`src/rtl/lcd_fb_writer_pkg.sv`:
```
// Shared framebuffer geometry, word type and capture FSM states.
// Latency: n/a (types and constants only).
// Backpressure: n/a.
// Consumers: lcd_fb_writer, line_shadow_ram; COLLEN/LINES must match the image generator.
package configPackage;

   localparam int COLLEN = 75;   // words per stored line
   localparam int LINES  = 144;  // stored lines per frame

   typedef logic [35:0] fb_word_t;   // {slot0, slot1, slot2}
   typedef logic [11:0] pixel_t;     // {R[3:0], G[3:0], B[3:0]}

   typedef enum logic [1:0] {
      WAIT_VS = 2'd0,
      LINE    = 2'd1,
      FLUSH   = 2'd2
   } state_t;

endpackage

```
`src/rtl/lcd_fb_writer_shadow.sv`:
```
// line_shadow_ram: holds slot 0/1 pixels of the current line until the slot 2 pixel arrives.
// Latency: one write port; two read ports, each with a 1-cycle registered read.
// Backpressure: none; accepts one write and two reads every clk.
// Ports: clk; we_i/waddr_i/wdata_i write port; raddr0_i/raddr1_i -> rdata0_o/rdata1_o read ports.
module line_shadow_ram
   import configPackage::*;
#(
   parameter int DEPTH = 2 * COLLEN,
   parameter int AW    = $clog2(DEPTH)
) (
   input  logic          clk,
   input  logic          we_i,
   input  logic [AW-1:0] waddr_i,
   input  pixel_t        wdata_i,
   input  logic [AW-1:0] raddr0_i,
   input  logic [AW-1:0] raddr1_i,
   output pixel_t        rdata0_o,
   output pixel_t        rdata1_o
);

   pixel_t mem_q [DEPTH];
   pixel_t rdata0_q;
   pixel_t rdata1_q;

   // Contents are never reset: stale pixels are acceptable in flushed words.
   always_ff @(posedge clk) begin
      if (we_i) begin
         mem_q[waddr_i] <= wdata_i;
      end
      rdata0_q <= mem_q[raddr0_i];
      rdata1_q <= mem_q[raddr1_i];
   end

   assign rdata0_o = rdata0_q;
   assign rdata1_o = rdata1_q;

endmodule

```
`src/rtl/lcd_fb_writer.sv`:
```
// lcd_fb_writer: captures the LCD RGB444 dot stream and packs 3 pixels per 36-bit framebuffer word.
// Latency: write presented 2 clk after the synchronized dot-clock edge is detected.
// Backpressure: none; pixels beyond 3*COLLEN or arriving during a flush are dropped and set overflow.
// Ports: clk/rst (sync, active-high); lcdDclk/lcdHsync/lcdVsync/lcdData async LCD pins;
//        fbWrAddr/fbWrData/fbWrEn framebuffer write port; frameDone pulse; overflow sticky flag.
// Build option: LCD_TESTPATTERN_EN replaces captured pixels with an x/line test pattern.
module lcd_fb_writer
   import configPackage::*;
#(
   parameter int COLLEN      = configPackage::COLLEN,
   parameter int LINES       = configPackage::LINES,
   parameter int SYNC_STAGES = 2
) (
   input  logic        clk,
   input  logic        rst,
   input  logic        lcdDclk,
   input  logic        lcdHsync,
   input  logic        lcdVsync,
   input  logic [11:0] lcdData,
   output logic [13:0] fbWrAddr,
   output logic [35:0] fbWrData,
   output logic        fbWrEn,
   output logic        frameDone,
   output logic        overflow
);

   localparam int WW  = $clog2(COLLEN);
   localparam int RAW = $clog2(2 * COLLEN);
   localparam int LW  = ($clog2(LINES) > 8) ? $clog2(LINES) : 8;

   localparam logic [8:0]     X_C2      = 9'(2 * COLLEN);
   localparam logic [8:0]     X_C3      = 9'(3 * COLLEN);
   localparam logic [8:0]     X_MAX     = 9'h1FF;
   localparam logic [WW-1:0]  W_LAST    = WW'(COLLEN - 1);
   localparam logic [LW-1:0]  L_LAST    = LW'(LINES - 1);
   localparam logic [13:0]    BASE_STEP = 14'(COLLEN);
   localparam logic [RAW-1:0] R_C1      = RAW'(COLLEN);

   // ---------------- input synchronizers and edge detect ----------------
   logic [SYNC_STAGES-1:0] dclk_sync_q, hs_sync_q, vs_sync_q;
   pixel_t                 dat_sync_q [SYNC_STAGES];
   logic                   dclk_dly_q, hs_dly_q, vs_dly_q;

   always_ff @(posedge clk) begin
      if (rst) begin
         dclk_sync_q <= '0;
         hs_sync_q   <= '0;
         vs_sync_q   <= '0;
         for (int i = 0; i < SYNC_STAGES; i++) dat_sync_q[i] <= '0;
         dclk_dly_q  <= 1'b0;
         hs_dly_q    <= 1'b0;
         vs_dly_q    <= 1'b0;
      end else begin
         dclk_sync_q   <= {dclk_sync_q[SYNC_STAGES-2:0], lcdDclk};
         hs_sync_q     <= {hs_sync_q[SYNC_STAGES-2:0], lcdHsync};
         vs_sync_q     <= {vs_sync_q[SYNC_STAGES-2:0], lcdVsync};
         dat_sync_q[0] <= lcdData;
         for (int i = 1; i < SYNC_STAGES; i++) dat_sync_q[i] <= dat_sync_q[i-1];
         dclk_dly_q    <= dclk_sync_q[SYNC_STAGES-1];
         hs_dly_q      <= hs_sync_q[SYNC_STAGES-1];
         vs_dly_q      <= vs_sync_q[SYNC_STAGES-1];
      end
   end

   logic dclk_e, hs_e, vs_e;
   assign dclk_e = dclk_sync_q[SYNC_STAGES-1] & ~dclk_dly_q;
   assign hs_e   = hs_sync_q[SYNC_STAGES-1] & ~hs_dly_q;
   assign vs_e   = vs_sync_q[SYNC_STAGES-1] & ~vs_dly_q;

   // ---------------- capture FSM ----------------
   state_t          state_q, state_d;
   logic [8:0]      x_q, x_d;
   logic [LW-1:0]   line_q, line_d;
   logic [13:0]     base_q, base_d;
   logic [WW-1:0]   fw_q, fw_d;
   logic            ovf_q, ovf_d;

   pixel_t pix_cap;
`ifdef LCD_TESTPATTERN_EN
   assign pix_cap = {x_q[3:0], line_q[3:0], x_q[7:4] ^ line_q[7:4]};
`else
   assign pix_cap = dat_sync_q[SYNC_STAGES-1];
`endif

   // Issue bundle: what enters the write pipeline this cycle.
   logic            iss_wr, iss_word, iss_fd, adv;
   logic [RAW-1:0]  iss_waddr;
   logic [WW-1:0]   iss_widx, fw_start;
   pixel_t          iss_pix;
   logic [8:0]      x_nxt;

   always_comb begin
      state_d   = state_q;
      x_d       = x_q;
      line_d    = line_q;
      base_d    = base_q;
      fw_d      = fw_q;
      ovf_d     = ovf_q;
      iss_wr    = 1'b0;
      iss_word  = 1'b0;
      iss_fd    = 1'b0;
      iss_waddr = '0;
      iss_widx  = '0;
      iss_pix   = '0;
      adv       = 1'b0;
      fw_start  = '0;
      x_nxt     = x_q;

      if (vs_e) begin
         state_d = LINE;
         x_d     = '0;
         line_d  = '0;
         base_d  = '0;
         fw_d    = '0;
      end else begin
         case (state_q)
            LINE: begin
               if (dclk_e) begin
                  x_nxt = (x_q == X_MAX) ? x_q : x_q + 9'd1;
                  if (x_q < X_C2) begin
                     iss_wr    = 1'b1;
                     iss_waddr = x_q[RAW-1:0];
                     iss_pix   = pix_cap;
                  end else if (x_q < X_C3) begin
                     iss_word = 1'b1;
                     iss_widx = WW'(x_q - X_C2);
                     iss_pix  = pix_cap;
                  end else begin
                     ovf_d = 1'b1;
                  end
               end
               x_d = x_nxt;
               if (hs_e) begin
                  if (x_nxt >= X_C3) begin
                     adv = 1'b1;
                  end else begin
                     fw_start = (x_nxt > X_C2) ? WW'(x_nxt - X_C2) : '0;
                     if (dclk_e) begin
                        // Pipeline slot taken by the pixel; flush starts next cycle.
                        fw_d    = fw_start;
                        state_d = FLUSH;
                     end else begin
                        iss_word = 1'b1;
                        iss_widx = fw_start;
                        if (fw_start == W_LAST) begin
                           adv = 1'b1;
                        end else begin
                           fw_d    = fw_start + WW'(1);
                           state_d = FLUSH;
                        end
                     end
                  end
               end
            end
            FLUSH: begin
               if (dclk_e) ovf_d = 1'b1;
               iss_word = 1'b1;
               iss_widx = fw_q;
               if (fw_q == W_LAST) adv = 1'b1;
               else                fw_d = fw_q + WW'(1);
            end
            default: ;
         endcase

         if (adv) begin
            x_d    = '0;
            base_d = base_q + BASE_STEP;
            line_d = line_q + LW'(1);
            if (line_q == L_LAST) begin
               iss_fd  = 1'b1;
               state_d = WAIT_VS;
            end else begin
               state_d = LINE;
            end
         end
      end
   end

   // ---------------- write pipeline ----------------
   logic            s1_wr_q, s1_word_q, s1_fd_q;
   logic [RAW-1:0]  s1_waddr_q;
   logic [WW-1:0]   s1_widx_q;
   pixel_t          s1_pix_q;
   logic [13:0]     s1_addr_q;
   logic            wr_en_q, fd2_q, done_q;
   logic [13:0]     wr_addr_q;
   pixel_t          pix2_q;
   pixel_t          rd0, rd1;

   always_ff @(posedge clk) begin
      if (rst) begin
         state_q    <= WAIT_VS;
         x_q        <= '0;
         line_q     <= '0;
         base_q     <= '0;
         fw_q       <= '0;
         ovf_q      <= 1'b0;
         s1_wr_q    <= 1'b0;
         s1_word_q  <= 1'b0;
         s1_fd_q    <= 1'b0;
         s1_waddr_q <= '0;
         s1_widx_q  <= '0;
         s1_pix_q   <= '0;
         s1_addr_q  <= '0;
         wr_en_q    <= 1'b0;
         wr_addr_q  <= '0;
         pix2_q     <= '0;
         fd2_q      <= 1'b0;
         done_q     <= 1'b0;
      end else begin
         state_q    <= state_d;
         x_q        <= x_d;
         line_q     <= line_d;
         base_q     <= base_d;
         fw_q       <= fw_d;
         ovf_q      <= ovf_d;
         s1_wr_q    <= iss_wr;
         s1_word_q  <= iss_word;
         s1_fd_q    <= iss_fd;
         s1_waddr_q <= iss_waddr;
         s1_widx_q  <= iss_widx;
         s1_pix_q   <= iss_pix;
         s1_addr_q  <= base_q + 14'(iss_widx);
         wr_en_q    <= s1_word_q;
         if (s1_word_q) wr_addr_q <= s1_addr_q;
         pix2_q     <= s1_pix_q;
         fd2_q      <= s1_fd_q;
         done_q     <= fd2_q;
      end
   end

   line_shadow_ram #(.DEPTH(2 * COLLEN), .AW(RAW)) u_shadow (
      .clk      (clk),
      .we_i     (s1_wr_q),
      .waddr_i  (s1_waddr_q),
      .wdata_i  (s1_pix_q),
      .raddr0_i (RAW'(s1_widx_q)),
      .raddr1_i (RAW'(s1_widx_q) + R_C1),
      .rdata0_o (rd0),
      .rdata1_o (rd1)
   );

   // Read registers are not reset, so data is forced to 0 outside write strobes.
   assign fbWrData  = wr_en_q ? {rd0, rd1, pix2_q} : 36'd0;
   assign fbWrEn    = wr_en_q;
   assign fbWrAddr  = wr_addr_q;
   assign frameDone = done_q;
   assign overflow  = ovf_q;

endmodule

```
`config.mk`:
```
export PLATFORM = sky130hd
export DESIGN_NAME = lcd_fb_writer
export DESIGN_NICKNAME = d
export VERILOG_FILES = /design/src/rtl/lcd_fb_writer_pkg.sv /design/src/rtl/lcd_fb_writer_shadow.sv /design/src/rtl/lcd_fb_writer.sv
export SDC_FILE = /design/constraint.sdc
export NUM_CORES = 2
export LEC_CHECK = 0
export BUFFER_PORTS_ARGS = -buffer_cell sky130_fd_sc_hd__buf_2
export CORE_MARGIN = 3
export CORE_UTILIZATION = 45
export DETAILED_ROUTE_END_ITERATION = 8
export GPL_ROUTABILITY_DRIVEN = 0
export MAX_ROUTING_LAYER = met4
export PLACE_DENSITY_LB_ADDON = 0.25
export SLEW_MARGIN = 20
export SYNTH_ARGS = -nofsm -noshare
export SYNTH_HDL_FRONTEND = slang
export SYNTH_SLANG_ARGS = --single-unit
```
`constraint.sdc`:
```
create_clock -name clk -period 14.22 [get_ports clk]
set_input_delay 1.422 -clock clk [delete_from_list [all_inputs] [get_ports clk]]
set_output_delay 1.422 -clock clk [all_outputs]
set_load 0.02 [all_outputs]
```
# Word level (Yosys, flattened, before mapping)
# Memories as Yosys holds them, arrays and structs flattened. A register that Yosys moved wholly into a read port is not among the register bits.
# Cells that the tools add are included.
[word_totals]
memories = 2
word_cells = 143
ram_bits = 1824
ff_bits = 123
output_inout_bits = 53
[mem_list]
columns = ["name", "words", "word_bits", "read_ports", "rd_clocked_by_memory_dff", "write_ports", "line_no", "rtl"]
rows = [
  ["u_shadow.mem_q", 150, 12, 2, 2, 1, "lcd_fb_writer_shadow.sv:21", "pixel_t mem_q [DEPTH];"],
  ["dat_sync_q", 2, 12, 2, 0, 2, "lcd_fb_writer.sv:41", "pixel_t dat_sync_q [SYNC_STAGES];"],
]
[op_classes]
n_bitwise = 13
n_eq_ne = 18
reduce_logical = 14
muxes = 58
n_addsub = 9
order_cmp = 4
[ops]
columns = ["cell", "n"]
rows = [
  ["7-bit 2-to-1 mux", 13],
  ["12-bit 2-to-1 mux", 4],
  ["36-bit 2-to-1 mux", 1],
  ["9-bit 2-to-1 mux", 4],
  ["7-bit case mux with 2 select lines", 2],
  ["1-bit 2-to-1 mux", 25],
  ["9-bit by 8-bit less-than comparator with 1-bit output, second input constant", 2],
  ["14-bit by 7-bit adder with 14-bit output", 1],
  ["14-bit by 7-bit adder with 14-bit output, second input constant", 1],
  ["7-bit by 1-bit adder with 7-bit output, second input constant", 2],
  ["7-bit equality test, second input constant", 2],
  ["2-bit inequality test, second input constant", 7],
  ["7-bit by 5-bit subtractor with 7-bit output, second input constant", 2],
  ["2-bit 2-to-1 mux", 6],
  ["9-bit by 1-bit adder with 9-bit output, second input constant", 1],
  ["9-bit equality test, second input constant", 1],
  ["9-bit by 8-bit >= comparator with 1-bit output, second input constant", 1],
  ["9-bit by 8-bit greater-than comparator with 1-bit output, second input constant", 1],
  ["7-bit by 7-bit adder with 8-bit output, second input constant", 1],
  ["8-bit by 1-bit adder with 8-bit output, second input constant", 1],
  ["8-bit equality test, second input constant", 1],
  ["1-bit NOT", 8],
  ["4-bit AND reduction", 2],
  ["3-bit by 2-bit inequality test with 1-bit output, second input constant", 2],
  ["other kinds (16)", 25],
]

# Logic depth before layout (Yosys ltp)
[logic_depth]
word_depth = 16
ltp_mapped = 25

# Modules after synthesis
# Synthesis repeated with hierarchy kept, for this count alone.
[hier_totals]
cells_unflattened = 5857
hier_area_um2 = 93174.4
[by_module_without_submodules]
columns = ["module", "cells_each", "instances", "area_per_inst_um2"]
rows = [
  ["line_shadow_ram", 5084, 1, 86334.1],
  ["lcd_fb_writer", 773, 1, 6840.3],
]

# Worst setup path before layout
# No wires, ideal clock.
[synth_path]
kind = "register -> register"
startpoint = "register s1_widx_q[0]"
endpoint = "register u_shadow.rdata1_q[10], in the netlist u_shadow.rdata1_o[10], read port of u_shadow.mem_q"
t_arrival_ns = 4.680
stages_incl_launch_ff = 19
synth_period_minus_slack_ns = 4.808
path_buffers = 10
slack_ns = 9.412
t_required_ns = 14.091
path_cell_list = "dfxtp_1 buf_2 buf_2 buf_2 buf_2 buf_2 buf_2 buf_2 inv_1 ha_1 xnor2_1 clkbuf_1 buf_1 buf_2 mux4_2 nand2_1 o21ai_0 nand2_1 o21ai_0"
[synth_via]
elab_chain_cells = 1
[synth_rtl]
columns = ["element", "line_no", "rtl"]
rows = [
  ["from (decl)", "lcd_fb_writer.sv:182", "logic [WW-1:0] s1_widx_q;"],
  ["from (signal assigned)", "lcd_fb_writer.sv:221", "s1_widx_q <= iss_widx;"],
  ["7-bit by 7-bit adder with 8-bit output", "lcd_fb_writer.sv:238", ".raddr1_i (RAW'(s1_widx_q) + R_C1),"],
  ["to (decl)", "lcd_fb_writer_shadow.sv:23", "pixel_t rdata1_q;"],
]
# Every way passes these cells.
# A chain may end at the register's enable or synchronous reset.

# Worst setup path after layout
[layout_path]
startpoint = "register s1_widx_q[1]"
endpoint = "register u_shadow.rdata1_q[6], in the netlist u_shadow.rdata1_o[6], read port of u_shadow.mem_q"
# Same word-level chain as after synthesis.

==> run_results.csv <==
group,metric,value,unit
pwr,internal-power,0.00927,W
floorplan,die_y,451,µm
synthesis,async_reset_ff_frac,0,
floorplan,start_util,0.455,
floorplan,rows,162,
clocking,clkLatencyLatePin,0.86,ns
finish,final-seq-area,57500,µm²
pwr,power_density,115,nW/µm²
clocking,hold_buffers,0,
timing,slew-limit-headroom,0.221,
critical_path,critPathCaptureType,"flop",
clocking,htreeDepth,4,
pwr,ir_drop,105,µV
timing,hold_viol_final,0,
timing,worst_slew_pin_slew,1.17,ns
clocking,cts-root-buf,"clkbuf_16",
floorplan,core,196000,µm²
clocking,clkSinkCount,1971,
worst_hold_path,min_path_type,"reg2reg",
synthesis,ys_seq_elements,1971,
route,wl_per_cell,33.3,µm
critical_path,slowest_stage,"a211oi_1",
worst_hold_path,hold_depth,1,
synthesis,synth_top_cell_by_area,"edfxtp_1",
pwr,swShare,0.195,
synthesis,synth_edf_count,1800,
pwr,seqPwrFrac,0.542,
pwr,p_leak,33.7,nW
route,drtAntennaViolNets,0,
global_route,grt_antenna_before_repair,24,
timing,max_freq,0.164,GHz
pwr,power_frac_clock,0.456,
clocking,cts_buffer_depth,3,
route,drtPass1Iterations,8,
route,wirelength,266000,µm
clocking,cts_made_buffers,200,
placement,port_buffers,69,
global_route,grt_overflow_total,0,
flow_run,maxCapViolCount,0,
clocking,clk_pin_slew,0.06,ns
critical_path,cpPeakStageDelay,0.86,ns
synthesis,synth_common_cells,"edfxtp_1, mux4_2, mux2i_1, nand2_1, nor2_1",
route,vias,52100,
floorplan,boundaryPins,70,
critical_path,ff2ff_path_depth,11,
synthesis,seq_area_frac_synth,0.645,
timing,clock_skew,0.0458,ns
synthesis,ys_types,70,
timing,fin_crit_sh,0.429,
route,drcViolationCount,0,
timing,finalSetupTns,0,ns
global_route,grt_max_degree,143,
finish,fin_nets,5215,
synthesis,syn_inst,5060,
synthesis,yosysWarnings,0,
finish,multiInputGateArea,30300,µm²
synthesis,synth_top_area_frac,0.607,
critical_path,required,14.96,ns
finish,fillCellCount,15800,
pwr,combPwrFrac,0.002,
timing,fin_crit,6.10,ns
timing,fin_hold_ws,0.422,ns
floorplan,die_w,451,µm
synthesis,synth_area_leaders,"edfxtp_1, mux4_2, dfxtp_1, mux2i_1, mux2_2",
timing,final-max-slew-violation-count,0,
timing,rsz0062_at_grt,"false",
critical_path,crit_chain,"buf_4 -> buf_12 -> o21a_1 -> o21ai_0 -> xnor2_2 -> buf_4 -> buf_4 -> a211oi_1 -> a211oi_1 -> a31oi_1 -> o21ai_0",
floorplan,dieArea,203000,µm²
global_route,grt_usage,0.267,
placement,hpwl,156000,µm
status,outcome,"finished, final reports clean",
route,drtIter0Drc,7404,
critical_path,cp_max_fo,85,
global_route,grt_pass1_wl,379000,µm
clocking,cts_resized,0,
clocking,postCtsSetupBuffers,0,
synthesis,netlist_area,89100,µm²
global_route,grt_pass1_vias,50900,
critical_path,crit_top_cell,"buf_4",
route,via_per_inst,6.52,
critical_path,critPathArrivalTime,6.85,ns
synthesis,synthMostInstantiatedCell,"edfxtp_1",
synthesis,synth_nets,5098,
critical_path,startpoint_type,"flop",
synthesis,synthFlopType,"edfxtp_1",
synthesis,synth.avg_cell_area,17.6,µm²
critical_path,path_class,"reg2reg",
finish,area_growth,12.2,%
finish,final_layout_size_suffix_gt1_frac,0.285,
clocking,cts_tree,"yes",
timing,setup_viol,0,
pwr,switchingPower,0.00224,W
## power by group through the flow
stage / logic, W / clock network [W] / registers (W)
2_1_floorplan: 0.0000166 / 0 / 0.00636
3_3_place_gp: 0.0000238 / 0 / 0.00635
3_5_place_dp: 0.0000243 / 0 / 0.00635
4_1_cts: 0.0000243 / 0.00532 / 0.00623
5_1_grt: 0.0000268 / 0.00556 / 0.00623
6_report: 0.0000240 / 0.00525 / 0.00623
## worst max-delay path: cells and delay by family (launching register included)
kind            cells  cell delay, ns
compound gates      6            2.18
xor+xnor            1            0.43
buf+inv             4            2.56
flops               1            0.60
## per-stage QoR
step,power [W],utilization,instance area [µm²],setup WS (ns),instances
2_1_floorplan,0.00637,-,89100,9.41,5060
3_3_place_gp,0.00638,0.476,93200,7.84,7588
3_5_place_dp,0.00638,0.477,93400,8.10,7598
4_1_cts,0.0116,0.510,99900,8.09,7964
5_1_grt,0.0118,0.510,99900,7.85,7995
6_report,0.0115,0.511,100000,8.12,8001
## state kept, by name, summed over array words and instances, names as in the netlist, 12 cells and up
signal	cells
s1_addr_q	14
fbWrAddr	14
pix2_q	12
u_shadow.mem_q	1800
base_q	14
u_shadow.rdata0_o	12
u_shadow.rdata1_o	12
dat_sync_q	24
s1_pix_q	12
## worst paths after layout
| check | startpoint | endpoint | slack [ns] |
|---|---|---|---|
| max reg2reg | s1_widx_q[1] | u_shadow.rdata1_o[6] | 8.12 |
| max | s1_widx_q[1] | u_shadow.rdata1_o[6] | 8.12 |
| min | dat_sync_q[0][13] | s1_pix_q[1] | 0.42 |
| min reg2reg | dat_sync_q[0][13] | s1_pix_q[1] | 0.42 |
## layout make-up
type                       count  area share
clock inverter                94     0.00916
inverter                      24    0.000901
timing repair buffer         287      0.0213
multi-input combinational   2693       0.303
sequential                  1971       0.576
tap                         2624      0.0328
clock buffer                 272      0.0558
antenna                       36    0.000901
## logic make-up after synthesis
| logic type | Yosys count | share of synthesized area |
|---|---|---|
| DFF | 1971 | 0.645 |
| adders and majority gates | 21 | 0.00303 |
| muxes | 1180 | 0.240 |
| xor gates and xnor gates | 61 | 0.00634 |
| AOI/OAI and AO/OA | 688 | 0.0487 |
| and+or+nand+nor | 743 | 0.0391 |
| buffers and inverters | 396 | 0.0175 |
## cell usage in the layout, fill, tap and decap left out, types with 144 or more instances in the layout
cell type,n
nor2_1,207
nand2_1,232
mux4_2,756
edfxtp_1,1800
mux2i_1,328
dfxtp_1,152
a21oi_1,205
clkbuf_16,209
o21ai_0,144
buf_4,207
## per-layer routing
layer	GRT usage	vias up	part of all wire
met5	-	-	0
met4	0.0958	0	0.036
met3	0.0624	452	0.10
met2	0.403	3062	0.47
met1	0.358	27500	0.39
li1	-	21200	-
(Power assumes the default switching activity.)
